==> config.mk <==
export PLATFORM = sky130hd
export DESIGN_NAME = regfile_wb_scheduler_flat
export DESIGN_NICKNAME = d
export VERILOG_FILES = /design/src/rtl/regfile_wb_scheduler_if.sv /design/src/rtl/regfile_wb_scheduler.sv /design/src/flat_wrapper.sv
export SDC_FILE = /design/constraint.sdc
export NUM_CORES = 1
export LEC_CHECK = 0
export BUFFER_PORTS_ARGS = -buffer_cell sky130_fd_sc_hd__buf_4
export CORE_AREA = 2 2 109 111
export DETAILED_ROUTE_END_ITERATION = 10
export DIE_AREA = 0 0 111 113
export GPL_ROUTABILITY_DRIVEN = 0
export GPL_TIMING_DRIVEN = 0
export PLACE_DENSITY = 0.85
export SLEW_MARGIN = 20
export SYNTH_ARGS = -nofsm -noshare
export SYNTH_HDL_FRONTEND = slang
export SYNTH_SLANG_ARGS = --single-unit
==> constraint.sdc <==
create_clock -name clk -period 2.8 [get_ports clk]
set_input_delay 0 -clock clk [delete_from_list [all_inputs] [get_ports clk]]
set_output_delay 0 -clock clk [all_outputs]
set_load 0.03 [all_outputs]
==> src/rtl/regfile_wb_scheduler_if.sv <==
`default_nettype none
// ============================================================================
//  Module      : regfile_wb_scheduler_if
//  Description : Bundles the write-back requester bus, the register-file
//                write port and the issue-hazard query of the scheduler.
//  Revision    : 1.0 - initial release
// ============================================================================
interface regfile_wb_scheduler_if #(
  parameter int N_REQ = 3,
  parameter int AW    = 5,
  parameter int DW    = 32
);
  logic [N_REQ-1:0]    req_valid;
  logic [N_REQ*AW-1:0] req_rd;
  logic [N_REQ*DW-1:0] req_data;
  logic [N_REQ-1:0]    req_grant;
  logic                RegWrite;
  logic [AW-1:0]       Rd;
  logic [DW-1:0]       Write_data;
  logic                issue_valid;
  logic [AW-1:0]       issue_rd;
  logic [AW-1:0]       issue_rs1;
  logic [AW-1:0]       issue_rs2;
  logic                issue_uses_rs2;
  logic                stall;
  logic [31:0]         pending;

  // Execute units and issue stage side
  modport master (
    output req_valid, req_rd, req_data,
    output issue_valid, issue_rd, issue_rs1, issue_rs2, issue_uses_rs2,
    input  req_grant, RegWrite, Rd, Write_data, stall, pending
  );

  // Scheduler side
  modport slave (
    input  req_valid, req_rd, req_data,
    input  issue_valid, issue_rd, issue_rs1, issue_rs2, issue_uses_rs2,
    output req_grant, RegWrite, Rd, Write_data, stall, pending
  );
endinterface
`default_nettype wire

==> src/rtl/regfile_wb_scheduler.sv <==
`default_nettype none
// ============================================================================
//  Module      : regfile_wb_scheduler
//  Description : Round-robin arbiter for the single register-file write port
//                plus a pending-write scoreboard that stalls issue on RAW/WAW.
//  Revision    : 1.0 - initial release
// ============================================================================
module regfile_wb_scheduler #(
  parameter int N_REQ = 3,
  parameter int AW    = 5,
  parameter int DW    = 32
) (
  input  wire logic             clk,
  input  wire logic             rst,
  regfile_wb_scheduler_if.slave bus
);
  localparam int c_PW   = (N_REQ > 1) ? $clog2(N_REQ) : 1;
  localparam int c_NREG = 32;

  logic [c_PW-1:0]   r_ptr;
  logic              r_reg_write;
  logic [AW-1:0]     r_rd;
  logic [DW-1:0]     r_wdata;
  logic [c_NREG-1:0] r_pending;

  logic [N_REQ-1:0]  w_grant;
  logic              w_found;
  logic [c_PW-1:0]   w_gidx;
  logic [c_PW-1:0]   w_ptr_next;
  logic [AW-1:0]     w_grd;
  logic [DW-1:0]     w_gdata;
  logic              w_write;
  logic              w_issue_ok;
  logic              w_stall;
  logic [c_NREG-1:0] w_set_vec;
  logic [c_NREG-1:0] w_clr_vec;

  // Round-robin search from r_ptr; no grant at all while reset is held
  always_comb begin
    w_grant = '0;
    w_found = 1'b0;
    w_gidx  = '0;
    for (int k = 0; k < N_REQ; k++) begin
      int idx;
      idx = int'(r_ptr) + k;
      if (idx >= N_REQ) idx = idx - N_REQ;
      if (!w_found && !rst && bus.req_valid[idx]) begin
        w_found      = 1'b1;
        w_gidx       = c_PW'(idx);
        w_grant[idx] = 1'b1;
      end
    end
  end

  // Pointer moves to one past the winner; x0 writes still consume a turn
  always_comb begin
    w_ptr_next = r_ptr;
    if (w_found) begin
      w_ptr_next = (int'(w_gidx) == N_REQ - 1) ? '0 : w_gidx + c_PW'(1);
    end
  end

  assign w_grd   = bus.req_rd[w_gidx*AW +: AW];
  assign w_gdata = bus.req_data[w_gidx*DW +: DW];
  // A grant to x0 is swallowed: no port write and no scoreboard effect
  assign w_write = w_found && (w_grd != '0);

  // Hazard detection against in-flight destinations; x0 never conflicts
  always_comb begin
    w_stall = 1'b0;
    if (bus.issue_valid) begin
      if ((bus.issue_rs1 != '0) && r_pending[bus.issue_rs1]) w_stall = 1'b1;
      if (bus.issue_uses_rs2 && (bus.issue_rs2 != '0) && r_pending[bus.issue_rs2]) w_stall = 1'b1;
      if ((bus.issue_rd != '0) && r_pending[bus.issue_rd]) w_stall = 1'b1;
    end
  end

  assign w_issue_ok = bus.issue_valid && !w_stall && (bus.issue_rd != '0);
  assign w_set_vec  = w_issue_ok ? (c_NREG'(1) << bus.issue_rd) : '0;
  assign w_clr_vec  = w_write    ? (c_NREG'(1) << w_grd)        : '0;

  // Arbiter pointer register
  always_ff @(posedge clk) begin
    if (rst) r_ptr <= '0;
    else     r_ptr <= w_ptr_next;
  end

  // Register-file write port; address/data hold between writes
  always_ff @(posedge clk) begin
    if (rst) begin
      r_reg_write <= 1'b0;
      r_rd        <= '0;
      r_wdata     <= '0;
    end else begin
      r_reg_write <= w_write;
      if (w_write) begin
        r_rd    <= w_grd;
        r_wdata <= w_gdata;
      end
    end
  end

  // Scoreboard: clear on write-back, set on issue, set wins; bit 0 tied low
  always_ff @(posedge clk) begin
    if (rst) r_pending <= '0;
    else     r_pending <= ((r_pending & ~w_clr_vec) | w_set_vec) & ~c_NREG'(1);
  end

  assign bus.req_grant  = w_grant;
  assign bus.RegWrite   = r_reg_write;
  assign bus.Rd         = r_rd;
  assign bus.Write_data = r_wdata;
  assign bus.stall      = w_stall;
  assign bus.pending    = r_pending;
endmodule
`default_nettype wire

==> src/flat_wrapper.sv <==
// flat-port wrapper written by rule: the top's interface ports become plain ports
module regfile_wb_scheduler_flat 
#(
  parameter int N_REQ = 3,
  parameter int AW    = 5,
  parameter int DW    = 32
)
  (clk, rst, bus_req_valid, bus_req_rd, bus_req_data, bus_issue_valid, bus_issue_rd, bus_issue_rs1, bus_issue_rs2, bus_issue_uses_rs2, bus_req_grant, bus_RegWrite, bus_Rd, bus_Write_data, bus_stall, bus_pending);
  regfile_wb_scheduler_if #(.N_REQ(N_REQ), .AW(AW), .DW(DW)) bus_i ();
  input  wire logic clk;
  input  wire logic rst;
  input wire logic [$bits(bus_i.req_valid)-1:0] bus_req_valid;
  input wire logic [$bits(bus_i.req_rd)-1:0] bus_req_rd;
  input wire logic [$bits(bus_i.req_data)-1:0] bus_req_data;
  input wire logic [$bits(bus_i.issue_valid)-1:0] bus_issue_valid;
  input wire logic [$bits(bus_i.issue_rd)-1:0] bus_issue_rd;
  input wire logic [$bits(bus_i.issue_rs1)-1:0] bus_issue_rs1;
  input wire logic [$bits(bus_i.issue_rs2)-1:0] bus_issue_rs2;
  input wire logic [$bits(bus_i.issue_uses_rs2)-1:0] bus_issue_uses_rs2;
  output wire logic [$bits(bus_i.req_grant)-1:0] bus_req_grant;
  output wire logic [$bits(bus_i.RegWrite)-1:0] bus_RegWrite;
  output wire logic [$bits(bus_i.Rd)-1:0] bus_Rd;
  output wire logic [$bits(bus_i.Write_data)-1:0] bus_Write_data;
  output wire logic [$bits(bus_i.stall)-1:0] bus_stall;
  output wire logic [$bits(bus_i.pending)-1:0] bus_pending;
  assign bus_i.req_valid = bus_req_valid;
  assign bus_i.req_rd = bus_req_rd;
  assign bus_i.req_data = bus_req_data;
  assign bus_i.issue_valid = bus_issue_valid;
  assign bus_i.issue_rd = bus_issue_rd;
  assign bus_i.issue_rs1 = bus_issue_rs1;
  assign bus_i.issue_rs2 = bus_issue_rs2;
  assign bus_i.issue_uses_rs2 = bus_issue_uses_rs2;
  assign bus_req_grant = bus_i.req_grant;
  assign bus_RegWrite = bus_i.RegWrite;
  assign bus_Rd = bus_i.Rd;
  assign bus_Write_data = bus_i.Write_data;
  assign bus_stall = bus_i.stall;
  assign bus_pending = bus_i.pending;
  regfile_wb_scheduler #(.N_REQ(N_REQ), .AW(AW), .DW(DW)) u_core (.clk(clk), .rst(rst), .bus(bus_i));
endmodule
# After elaboration in Yosys (flattened, before gate mapping)
# Cells that the tools add are included.
[classes] addsub=6 mul=1 div=0 n_lt_le_gt_ge=12 n_eq_ne=1 shift=4 n_mux=40 bitwise_logic=5 reduce_logical=23
[ops] cell="two-way mux 32 bit" n=5
[ops] cell="greater-or-equal comparator 32 x 1 -> 1 bit (second input constant)" n=3
[ops] cell="< comparator 32 x 4 -> 1 bit (second input constant)" n=3
[ops] cell="indexed part select 96 x 8 -> 32 bit" n=1
[ops] cell="greater-or-equal comparator 32 x 3 -> 1 bit (second input constant)" n=2
[ops] cell="left shift 1 x 5 -> 32 bit (first input constant)" n=2
[ops] cell="subtractor 32 x 3 -> 32 bit (second input constant)" n=2
[ops] cell="bitwise AND 32 bit" n=1
[ops] cell="NOT 32 bit" n=1
[ops] cell="bitwise OR 32 bit" n=1
[ops] cell="nonzero test 5 bit" n=4
[ops] cell="two-way mux 1 bit" n=19
[ops] cell="< comparator 5 x 6 -> 1 bit (second input constant)" n=3
[ops] cell="binary-select mux 1 bit (select 5 bit)" n=3
[ops] cell="logical AND 1 bit" n=15
[ops] cell="indexed part select 15 x 6 -> 5 bit" n=1
[ops] cell="two-way mux 3 bit" n=3
[ops] cell="two-way mux 2 bit" n=4
[ops] cell="binary-select mux 1 bit (select 2 bit)" n=3
[ops] cell="demux 1 bit (select 2 bit)" n=3
[ops] cell="bitwise OR 3 bit" n=2
[ops] cell="multiplier 2 x 3 -> 5 bit (second input constant)" n=1
[ops] cell="zero test 1 bit" n=4
[ops] cell="adder 2 x 1 -> 3 bit (second input constant)" n=1
[ops] cell="5 further kinds" n=5
[totals] register_bits=72 latch_bits=0 ramBits=0 mem_bits_ro=0 inputBits=133 output_inout_bits=74 elab_cells=98 n_memories=0

# Depth between registers and ports, before layout
# Gate-level depths: netlist of run 1.
[logic_depth] ltp_word=23 ltp_mapped=12 ltp_nobuf=10

# Worst setup path before layout of run 1
# OpenSTA, ideal clock, no wires.
[synth_path] kind="register -> register" from="register u_core.r_ptr[0]" to="register u_core.r_pending[14] (netlist: u_core.bus.pending[14])" setup_time_ns=0.130 arrival_ns=2.536 required_ns=2.670 slack_ns=0.134 path_stages_with_launch=13 period_less_slack_ns=2.666 cell_sequence="dfxtp_1 > inv_1 > ha_1 > buf_2 > mux2_2 > mux2i_1 > a31o_2 > a311oi_2 > buf_2 > or3_1 > clkbuf_1 > o211ai_1 > o31ai_1"
[synth_between] elab_chain_len=23
[synth_rtl] item="from (decl)" line="regfile_wb_scheduler.sv:20" rtl="logic [c_PW-1:0] r_ptr;"
[synth_rtl] item="from (signal assigned)" line="regfile_wb_scheduler.sv:85" rtl="else r_ptr <= w_ptr_next;"
[synth_rtl] item="parallel branches: the longest is 19 deep, another holds subtractor 32 x 3 -> 32 bit"
[synth_rtl] item="two-way mux 32 bit *" line="regfile_wb_scheduler.sv:80" rtl="assign w_clr_vec = w_write ? (c_NREG'(1) << w_grd) : '0;"
[synth_rtl] item="NOT 32 bit *" line="regfile_wb_scheduler.sv:106" rtl="else r_pending <= ((r_pending & ~w_clr_vec) | w_set_vec) & ~c_NREG'(1);"
[synth_rtl] item="bitwise AND 32 bit *" line="regfile_wb_scheduler.sv:106"
[synth_rtl] item="bitwise OR 32 bit *" line="regfile_wb_scheduler.sv:106"
[synth_rtl] item="to (signal assigned)" line="regfile_wb_scheduler.sv:106"
[synth_rtl] item="to (decl)" line="regfile_wb_scheduler.sv:24" rtl="logic [c_NREG-1:0] r_pending;"
# Every way passes the cells marked *. The select of a mux whose other input is x is not followed.
# A chain may end at the register's enable or synchronous reset.

# Worst setup path after layout of run 1
[layout_path] from="register u_core.r_ptr[1]" to="register u_core.r_pending[7] (netlist: u_core.bus.pending[7])"
# The elaborated chain is that of the path after synthesis.

==> results by group, run 1 <==
CTS
  – Worst-skew pair later-pin latency: 320 ps
  – CTS tree: yes
  – Cts bufs inserted: 9
  – Clock transition at path regs: 60 ps
  – Clk buf depth: 2
  – Hold-fix buffers at CTS: 0
  – Clock Sinks: 71
  – CTS Root Cell: clkbuf_16
  – H-Tree Depth: 3

Worst setup path
  – Cell family with most CP delay: simple AND/OR/NAND/NOR gates
  – CP Launch Type: flop
  – CP Cell Sequence: buf_12, ha_4, or3b_4, o21ai_4, buf_6, o22ai_4, buf_4, a31oi_4, or3b_4, o211ai_1, o21ai_0
  – Crit path DAT: 3010 ps
  – CP max-delay cell: or3b_4
  – Slowest Stage Delay on Critical Path: 450 ps
  – Crit Path Class: flop to flop
  – Max FO, Critical Path: 10
  – CP endpoint kind: flop
  – Bufs and invs on worst path: 3
  – Cell mode on critical path: or3b_4
  – CP Data Required Time: 3000 ps

Global routing
  – Vias in the first global route: 5568
  – Initial antenna violation count: 0
  – Top Usage Layer GRT: met2
  – Met2 Use GR: 0.488
  – Largest net degree at the start of global routing: 12
  – Met1 usage: 0.310
  – Gr usage total: 0.269
  – Met3 Use GR: 0.0589
  – GR Overflow Total: 0
  – First-pass GRT wire length: 27.6 mm

Drt
  – DRT iter0 DRCs: 426
  – Post-DRT Antenna Nets: 0
  – Via count: 5750
  – Routed vias/inst: 6.01
  – DR WL/cell: 19.0 um
  – Pre-Repair DR Iteration Count: 6
  – Total wire length after detailed routing: 18.1 mm
  – DRC viols: 0

STA
  – Setup Viol. Count Final: 1
  – RSZ-0062 raised after global routing: true
  – Final WS setup: -13.5 ps
  – Rel. slew slack: 0.600
  – Final Hold Vio Count: 0
  – Clock Skews: 4.69 ps
  – Hold Slack: 41.8 ps
  – Final Cycle Share: 1.00
  – Fin Setup TNS: -13.5 ps
  – Tmin final: 2810 ps
  – Worst slew pin tran: 597 ps
  – FMAX: 0.355 GHz
  – Max-slew violations: 0

Run status
  – Status: finished, violations left
  – Failing checks: setup timing

Yosys
  – Post-Syn Nets: 714
  – Synth Instances: 577
  – Yosys cell types: 67
  – Post-synthesis sequential area ratio: 0.292
  – Number of flops mapped to enable cells by yosys: 0
  – Synth async-reset ratio: 0
  – Seq cells post-synth: 71
  – Synth top area share: 0.292
  – Cell taking the most area after synthesis: dfxtp_1
  – Syn. warnings: 0
  – Post-Syn Area: 4860 um^2
  – Ys flop type: dfxtp_1
  – Syn_area_per_cell: 8.43 um^2
  – Top post-synthesis cells by area: dfxtp_1 (29%), mux2i_1 (12%), o21ai_0 (8.3%), mux4_2 (6.5%), o211ai_1 (4.9%)

Power
  – P per Cell Area: 545 nW/um^2
  – P_leak: 0.00306 uW
  – VDD IR max: 0.374 mV

Floorplan
  – Die Y: 113 um
  – Core area: 11300 um^2
  – Chip width: 111 um
  – Die footprint: 12500 um^2
  – Initial core utilization: 0.432
  – Ports: 207
  – Row count: 39

Finish
  – Share of cells above drive strength 1: 0.403
  – Antenna cells: 0
  – Nets: 945
  – Fillers: 948
  – Syn-to-layout area delta: 49.8%
  – Fin util: 0.647

Place
  – Pre-CTS WS: -482 ps
  – Input/output buffers: 202
  – Post-DP HPWL: 13.5 mm

Run
  – Max Cap Viol: 0

Hold path
  – Hold Path Class: primary input to flop
## kinds of logic after synthesis
logic type	Yosys count	share of synthesized area
AND/OR/NAND/NOR	152	0.157
other	1	0.000771
adder cells (fa/ha/maj)	4	0.0103
AO/OA/AOI/OAI	216	0.290
flip-flops	71	0.292
multiplexers	79	0.201
buffers and inverters	54	0.0494
## layer usage
metal,wire [um],up-vias,part of all wire
li1,-,2653,-
met1,6800,2691,0.37
met2,9090,356,0.50
met3,1670,50,0.092
met4,583,0,0.032
met5,0,-,0
## layout make-up
type,instances,area [um^2],share of cell area
plain buffers,41,238,0.0326
multi-input cells,452,3410,0.468
repair buffers,224,1710,0.234
well taps,143,179,0.0245
clock inverters,4,45.0,0.00618
clock buffers,12,246,0.0338
flip-flops and latches,71,1430,0.196
inverters,9,38.8,0.00532
## worst min-delay path: cells and delay by family
family          cells  cell delay [ps]
compound gates      3              230
simple gates        1               30
buf+inv             1               80
## cells in the mapped netlist (all sizes together) (14+ instances only)
cell,n
a21oi,37
clkbuf,26
o21ai,88
mux4,14
mux2i,56
o211ai,32
nor2,42
buf,19
dfxtp,71
nand2,49
nand3,17
o31ai,17
## repair_timing
| action | in CTS | in global routing |
|---|---|---|
| buffers inserted | 7 | 13 |
| pin swaps | 8 | 10 |
| endpoints found under the setup margin | 71 | 65 |
| resized for setup | 43 | 40 |
| hold endpoints to repair | 0 | 0 |
| cloned | 0 | 2 |
## state kept, by name, summed over array words and instances, names as in the netlist
register and flops:
u_core.bus.Write_data 32, u_core.bus.pending 31, u_core.bus.Rd 5, u_core.r_ptr 2
u_core.bus.RegWrite 1
## cells in the final DEF, fill, tap and decap left out, types with 4 or more instances in the layout
cell	Yosys	layout
a21oi_1	37	37
a32o_1	4	4
buf_2	12	8
buf_4	2	226
buf_6	2	5
clkbuf_1	26	17
clkbuf_16	0	9
clkbuf_2	0	7
dfxtp_1	71	69
inv_1	6	5
mux2_2	8	8
mux2i_1	56	53
mux4_2	14	14
nand2_1	48	46
nand3_1	16	16
nand3b_1	6	6
nand4_1	5	5
nor2_1	41	40
nor2b_1	11	10
o211ai_1	32	32
o21a_1	5	5
o21ai_0	81	75
o21ai_1	7	10
o31ai_1	16	16
## power by group
group | internal, uW | leakage, uW | switching, uW | total [uW]
combinational | 677 | 0.00232 | 932 | 1610
sequential | 1150 | 0.000586 | 87.2 | 1240
clock | 710 | 0.000146 | 413 | 1120
## through the flow
| step | power, uW | area (um^2) | std cells |
|---|---|---|---|
| detailed placement | 2660 | 6560 | 922 |
| global route | 4130 | 7290 | 956 |
| global placement | 2640 | 6560 | 922 |
| CTS | 3860 | 7060 | 941 |
| finish | 3970 | 7290 | 956 |
| floorplan | 2090 | 4860 | 577 |
## path summary, 6_finish.rpt
path	start	end	slack (ps)	cells past startpoint
max	u_core.r_ptr[1]	u_core.bus.pending[7]	-10	11
min	bus_req_data[53]	u_core.bus.Write_data[21]	40	5
max reg2reg	u_core.r_ptr[1]	u_core.bus.pending[7]	-10	11
min reg2reg	u_core.bus.Write_data[31]	u_core.bus.Write_data[31]	460	2
Power figures use the tool's default switching activity.
==> run 2: changes to the inputs <==
--- a/config.mk
+++ b/config.mk
@@ -6,9 +6,11 @@
 export NUM_CORES = 1
 export LEC_CHECK = 0
 export BUFFER_PORTS_ARGS = -buffer_cell sky130_fd_sc_hd__buf_4
-export CORE_AREA = 2 2 109 111
+export CELL_PAD_IN_SITES_DETAIL_PLACEMENT = 0
+export CELL_PAD_IN_SITES_GLOBAL_PLACEMENT = 2
+export CORE_AREA = 2 2 146 148
 export DETAILED_ROUTE_END_ITERATION = 10
-export DIE_AREA = 0 0 111 113
+export DIE_AREA = 0 0 148 150
 export GPL_ROUTABILITY_DRIVEN = 0
 export GPL_TIMING_DRIVEN = 0
 export PLACE_DENSITY = 0.85
==> run 2 against run 1 <==
  * Combinational power rose by 6%
  * Flip-flop and latch count is the same
  * Utilization shrank 27 points
  * Critical path depth is the same
  * Register-to-register slack better by 50 ps
  * The flow now finishes without violations
  * Via count decreased by 4.9%
  * Cell count rose by 14%
==> results by group, run 2 (synthesis results as in run 1) <==
Worst setup path
  – Crit path DAT: 2970 ps (-40 ps)
  – Reg-to-reg endpoint: u_core.bus.pending[9]
  – CP endpoint: u_core.bus.pending[9]
  – Worst r2r src: u_core.r_ptr[0]
  – CP Launch Type: flop
  – Cell mode on critical path: or3b_4
  – Worst Reg-to-Reg Cells: 11 (unchanged)
  – Crit Path Class: flop to flop
  – Max FO, Critical Path: 7 (-3)
  – CP Cell Sequence: inv_4, ha_4, buf_8, or3b_4, o21ai_4, o22ai_4, buf_6, a31oi_4, or3b_4, o211ai_1, o31ai_1
  – CP Launch Point: u_core.r_ptr[0]
  – Cell family with most CP delay: simple AND/OR/NAND/NOR gates
  – CP endpoint kind: flop
  – CP max-delay cell: or3b_4
  – Slowest Stage Delay on Critical Path: 450 ps (about the same)
  – Bufs and invs on worst path: 3 (unchanged)
  – CP Data Required Time: 3000 ps (about the same)
  – Worst R2R Setup Slack: 30 ps (+50 ps)
  – WP depth: 11 (unchanged)

Hold path
  – Hold Path Class: primary input to flop

Power
  – P_leak: 0.00316 uW (+3.4%)
  – VDD IR max: 0.317 mV (-15%)
  – P per Cell Area: 526 nW/um^2 (-3.5%)

Drt
  – Post-DRT Antenna Nets: 0 (unchanged)
  – DRC viols: 0 (unchanged)
  – DRT iter0 DRCs: 285 (-33%)
  – Routed vias/inst: 5.00 (-17%)
  – DR WL/cell: 18.0 um (-5.3%)
  – Total wire length after detailed routing: 19.7 mm (+8.4%)
  – Via count: 5467 (-4.9%)
  – Pre-Repair DR Iteration Count: 5 (-1)

Global routing
  – Initial antenna violation count: 0 (unchanged)
  – Vias in the first global route: 5501 (-1.2%)
  – Largest net degree at the start of global routing: 12 (unchanged)
  – Gr usage total: 0.171 (-0.0980)
  – First-pass GRT wire length: 30.1 mm (+9.0%)
  – GR Overflow Total: 0 (unchanged)

Place
  – Post-DP HPWL: 15.1 mm (+12%)
  – Input/output buffers: 202 (unchanged)
  – Pre-CTS WS: -588 ps (-106 ps)

STA
  – Setup Viol. Count Final: 0 (-1)
  – Final WS setup: 34.0 ps (+47.5 ps)
  – Worst slew pin tran: 628 ps (+30.4 ps)
  – Final Cycle Share: 0.988 (-0.0170)
  – FMAX: 0.362 GHz (+1.7%)
  – Hold Slack: 25.1 ps (-16.7 ps)
  – Final Hold Vio Count: 0 (unchanged)
  – Clock Skews: 5.20 ps (+0.510 ps)
  – Tmin final: 2770 ps (-47.5 ps)
  – RSZ-0062 raised after global routing: true
  – Max-slew violations: 0 (unchanged)
  – Rel. slew slack: 0.581 (-0.0184)

Floorplan
  – Core area: 20700 um^2 (+84%)
  – Die footprint: 22200 um^2 (+77%)
  – Die Y: 150 um (+33%)
  – Ports: 207 (unchanged)
  – Chip width: 148 um (+33%)
  – Row count: 53 (+36%)
  – Initial core utilization: 0.235 (-0.196)

Finish
  – Number of flip-flops in the largest register: 32 (unchanged)
  – Register area: 1430 um^2 (unchanged)
  – Commonest non-fill, non-tap cells in the layout: buf_4 (225), dfxtp_1 (69), mux2i_1 (53)
  – Syn-to-layout area delta: 58.5%
  – Fin util: 0.373 (-0.274)
  – Footprint of the multi-input gates: 3600 um^2 (+5.7%)
  – Commonest non-fill, non-tap cell in the layout: buf_4
  – Fillers: 2191 (+130%)
  – Nets: 952 (+0.74%)
  – Share of cells above drive strength 1: 0.441 (+0.0373)
  – Antenna cells: 0 (unchanged)

Run
  – Max Cap Viol: 0 (unchanged)

CTS
  – Cts bufs inserted: 9 (unchanged)
  – H-Tree Depth: 3 (unchanged)
  – Clock Sinks: 71 (unchanged)
  – Worst-skew pair later-pin latency: 330 ps (about the same)
  – Clk buf depth: 2 (unchanged)
  – Hold-fix buffers at CTS: 0 (unchanged)
  – Clock transition at path regs: 60 ps (about the same)
  – CTS Root Cell: clkbuf_16
  – CTS tree: yes

Run status
  – Status: finished, final reports clean
## run 2: changes by cell type in the layout (fill, tap and decap cells not counted), sizes merged
| cell | change |
|---|---|
| clkinv | +1 |
| buf | +8 |
| clkbuf | -3 |
## run 2: final cells by class
class                   instances  area share
plain buffers                  43      0.0359
clock buffers                  10      0.0297
clock inverters                 5     0.00649
inverters                       9     0.00535
multi-input cells             452       0.467
flip-flops and latches         71       0.185
well taps                     275      0.0446
repair buffers                229       0.226
## run 2: how the worst min path moves through the flow
stage                                     end  slack (ps)  cells after the start             start
finish              u_core.bus.Write_data[23]          30                      5  bus_req_data[55]
floorplan              u_core.bus.pending[28]         190                      2   bus_issue_rd[3]
CTS                 u_core.bus.Write_data[17]          30                      5  bus_req_data[49]
global route           u_core.bus.pending[29]          50                      3   bus_issue_rd[3]
detailed placement  u_core.bus.Write_data[19]         380                      5  bus_req_data[51]
global placement    u_core.bus.Write_data[21]         380                      5  bus_req_data[53]
## run 2: timing repair
action                     in CTS  in global routing
cloned                          1                  1
gates resized for setup        66                108
buffers inserted               10                 16
pin swaps                      10                 18
setup endpoints to repair      71                 66
## run 2: stage by stage
step                instances  instance area (um^2)  TNS (ps)  total power [uW]
floorplan                 577                  4860         0              2090
global placement         1054                  6730    -27520              2700
detailed placement       1054                  6730    -30350              2700
CTS                      1078                  7350     -57.9              3930
global route             1094                  7710     -2060              4270
finish                   1094                  7710         0              4060
## run 2: power breakdown
part / internal [uW] / total, uW / switching, uW
sequential: 1150 / 1240 / 84.8
clock: 678 / 1110 / 428
combinational: 722 / 1710 / 992
## run 2: per-layer routing
| metal | global-route usage | wire length, um | up-vias |
|---|---|---|---|
| met3 | 0.0476 | 1530 | 23 |
| met5 | 0 | 0 | - |
| met1 | 0.220 | 8680 | 2547 |
| met4 | 0.0467 | 384 | 0 |
| li1 | - | - | 2676 |
| met2 | 0.281 | 9070 | 221 |
## run 2: worst register-to-register path, stage by stage, from the launching register on
cell,delay (ps)
dfxtp_4,390
inv_4,50
ha_4,150
buf_8,120
or3b_4,430
o21ai_4,200
o22ai_4,160
buf_6,160
a31oi_4,250
or3b_4,450
o211ai_1,180
o31ai_1,90
==> run 3: changes to the inputs <==
--- a/config.mk
+++ b/config.mk
@@ -5,15 +5,16 @@
 export SDC_FILE = /design/constraint.sdc
 export NUM_CORES = 1
 export LEC_CHECK = 0
+export ABC_AREA = 1
 export BUFFER_PORTS_ARGS = -buffer_cell sky130_fd_sc_hd__buf_4
 export CELL_PAD_IN_SITES_DETAIL_PLACEMENT = 0
 export CELL_PAD_IN_SITES_GLOBAL_PLACEMENT = 2
-export CORE_AREA = 2 2 146 148
+export CORE_AREA = 2 2 157 159
 export DETAILED_ROUTE_END_ITERATION = 10
-export DIE_AREA = 0 0 148 150
+export DIE_AREA = 0 0 159 161
 export GPL_ROUTABILITY_DRIVEN = 0
 export GPL_TIMING_DRIVEN = 0
-export PLACE_DENSITY = 0.85
+export PLACE_DENSITY = 0.84
 export SLEW_MARGIN = 20
 export SYNTH_ARGS = -nofsm -noshare
 export SYNTH_HDL_FRONTEND = slang
==> run 3 against run 2 <==
  * Non-clock buffer count grew 12
  * First-iteration DRC count grew 24%
  * Clock power increased by 16%
  * Via count increased by 19%
  * Critical path type unchanged
  * Largest power group unchanged
  * Highest routed layer unchanged
==> results by group, run 3 <==
Yosys
  – Seq cells post-synth: 71 (unchanged)
  – Synth Instances: 827 (+43%)
  – Count leader, synth: nand2_1
  – Synth async-reset ratio: 0 (unchanged)
  – Syn. warnings: 0 (unchanged)
  – Number of flops mapped to enable cells by yosys: 0 (unchanged)
  – Yosys cell types: 39 (-42%)
  – Syn_area_per_cell: 5.99 um^2 (-29%)
  – Top post-synthesis cells by area: dfxtp_1 (29%), nand2_1 (13%), o21ai_0 (12%), nor2_1 (11%), nand3_1 (8.0%)
  – Cell taking the most area after synthesis: dfxtp_1
  – Ys flop type: dfxtp_1
  – Synth top area share: 0.287 (-0.00524)
  – Post-Syn Area: 4950 um^2 (+1.8%)
  – Post-synthesis sequential area ratio: 0.287 (-0.00524)
  – Commonest cells post-synth: nand2_1 (170), nor2_1 (148), o21ai_0 (118)
  – Post-Syn Nets: 964 (+35%)

Floorplan
  – Core area: 24000 um^2 (+16%)
  – Die Y: 161 um (+7.3%)
  – Chip width: 159 um (+7.4%)
  – Ports: 207 (unchanged)
  – Initial core utilization: 0.207 (-0.0284)
  – Row count: 57 (+7.5%)
  – Die footprint: 25600 um^2 (+15%)

Global routing
  – Vias in the first global route: 6245 (+14%)
  – Met2 Use GR: 0.288 (+0.00739)
  – Initial antenna violation count: 0 (unchanged)
  – Largest net degree at the start of global routing: 13 (+1)
  – Top Usage Layer GRT: met2
  – Met3 Use GR: 0.0519 (+0.00431)
  – First-pass GRT wire length: 34.0 mm (+13%)
  – Gr usage total: 0.167 (-0.00368)
  – Met1 usage: 0.205 (-0.0160)
  – GR Overflow Total: 0 (unchanged)

Power
  – P per Cell Area: 1030 nW/um^2 (+96%)
  – Int Power: 4220 uW (+65%)
  – Switching power: 4030 uW (+170%)
  – Register share of total power: 0.170 (-0.135)
  – Combinational Power Share: 0.674 (+0.252)
  – VDD IR max: 0.415 mV (+31%)
  – Clock Power Share: 0.156 (-0.117)
  – Switching share of power: 0.489 (+0.118)
  – Tot Pwr: 8250 uW (+100%)
  – P_leak: 0.00343 uW (+8.6%)

CTS
  – Clock transition at path regs: 60 ps (about the same)
  – CTS Root Cell: clkbuf_16
  – H-Tree Depth: 3 (unchanged)
  – Clock Sinks: 71 (unchanged)
  – Clk buf depth: 2 (unchanged)
  – CTS tree: yes
  – Worst-skew pair later-pin latency: 340 ps (about the same)
  – Cts bufs inserted: 9 (unchanged)

STA
  – Setup Viol. Count Final: 0 (unchanged)
  – Tmin final: 2680 ps (-90.5 ps)
  – RSZ-0062 raised after global routing: true
  – Clock Skews: 5.42 ps (+0.228 ps)
  – FMAX: 0.374 GHz (+3.4%)
  – Final Hold Vio Count: 0 (unchanged)
  – Rel. slew slack: 0.453 (-0.129)
  – Worst slew pin tran: 818 ps (+190 ps)
  – Final Cycle Share: 0.956 (-0.0323)
  – Max-slew violations: 0 (unchanged)

Hold path
  – Hold Path Class: primary input to flop

Finish
  – Share of cells above drive strength 1: 0.330 (-0.111)
  – Commonest non-fill, non-tap cells in the layout: buf_4 (232), nand2_1 (151), nor2_1 (133)
  – Cell Count, Final, Fillers Out: 1411 (+29%)
  – Commonest non-fill, non-tap cell in the layout: buf_4
  – Syn-to-layout area delta: 61.4%
  – Antenna cells: 0 (unchanged)
  – Nets: 1219 (+28%)
  – Number of flip-flops in the largest register: 32 (unchanged)
  – Design area: 8000 um^2 (+3.7%)

Drt
  – Total wire length after detailed routing: 22.7 mm (+15%)
  – Routed vias/inst: 4.60 (-8.0%)
  – Post-DRT Antenna Nets: 0 (unchanged)
  – DR WL/cell: 16.1 um (-11%)
  – Via count: 6484 (+19%)
  – Pre-Repair DR Iteration Count: 4 (-1)
  – DRC viols: 0 (unchanged)
  – DRT iter0 DRCs: 354 (+24%)

Place
  – Post-DP HPWL: 17.7 mm (+17%)
  – Placed cell area: 6880 um^2 (+2.3%)
  – Input/output buffers: 203 (+0.50%)
  – # placed instances: 1354 (+28%)

Worst setup path
  – Crit Path Class: flop to flop
  – CP Data Required Time: 3040 ps (+40 ps)
  – CP max-delay cell: dfxtp_4
  – CP Cell Sequence: inv_4, ha_4, inv_4, nand2_2, nand2_4, nand2_2, nor2_4, nand3_1, nand2_2, nand2_4, inv_8, nand3_2, nand2_4, nand3_4, nor2_4, nor2_4, buf_6, o21ai_0, nor2_1
  – Slowest Stage Delay on Critical Path: 350 ps (-100 ps)
  – CP Launch Type: flop
  – CP endpoint kind: flop
  – Max FO, Critical Path: 9 (+2)
  – Crit path DAT: 2910 ps (-60 ps)

Run
  – Max Cap Viol: 0 (unchanged)

Run status
  – Status: finished, final reports clean
-- run 3: metrics by stage --
stage	hold WS [ps]	setup TNS [ps]	setup WS, ps	utilization
2_1_floorplan	163	0	222	-
5_1_grt	27.3	-265	-29.9	0.334
3_5_place_dp	319	-16080	-317	0.287
4_1_cts	3.44	-10.7	-10.7	0.308
3_3_place_gp	316	-17320	-351	0.287
6_report	6.73	0	125	0.334
-- run 3: logic make-up (layout without fill, tap and decap cells) --
logic type               count (synthesis)  after routing  synth area share
buffers and inverters                  105            364            0.0940
AO/OA/AOI/OAI                          205            205             0.223
flip-flops                              71             71             0.287
adder cells (fa/ha/maj)                  4              4            0.0101
AND/OR/NAND/NOR                        441            442             0.385
other                                    1              1          0.000757
-- run 3: cell type report --
cell class              count  area (um^2)
well taps                 324          405
clock buffers              11          253
inverters                  63          277
repair buffers            243         1900
plain buffers              41          253
repair inverters            1         6.26
fillers                  2740        16000
flip-flops and latches     71         1430
multi-input cells         652         3390
clock inverters             5         80.1
-- run 3: final timing paths --
kind	startpoint	depth (start not counted)	to	slack, ps
setup reg to reg	u_core.r_ptr[0]	19	u_core.bus.Write_data[12]	120
hold reg to reg	u_core.bus.Rd[4]	2	u_core.bus.Rd[4]	480
hold / removal	bus_req_data[41]	5	u_core.bus.Write_data[9]	7
setup / recovery	u_core.r_ptr[0]	19	u_core.bus.Write_data[12]	120
-- run 3: timing repair --
action,4_1_cts,5_1_grt
endpoints found under the hold margin,6,0
setup endpoints to repair,69,68
gates resized for setup,24,112
buffers inserted,5,25
hold buffers,5,0
pin swaps,3,24
gates cloned,0,7
-- run 3: power groups by stage --
stage | sequential (uW) | clock, uW | combinational (uW)
after CTS | 1390 | 1320 | 4520
after detailed placement | 1400 | 0 | 4320
after global placement | 1390 | 0 | 4350
after global routing | 1430 | 1370 | 6060
final | 1400 | 1290 | 5560
after floorplan | 1820 | 0 | 2420
-- run 3: routing by layer --
| layer | vias up | part of all wire |
|---|---|---|
| met5 | - | 0 |
| met4 | 0 | 0.0094 |
| met3 | 12 | 0.079 |
| met2 | 232 | 0.48 |
| met1 | 2946 | 0.43 |
| li1 | 3294 | - |
-- run 3: worst max-delay path: cells and delay by family (launching register included) --
family	cells	cell delay (ps)
and+or+nand+nor	13	1400
buffers and inverters	4	410
DFF	1	350
adders and majority gates	1	230
AOI/OAI and AO/OA	1	140
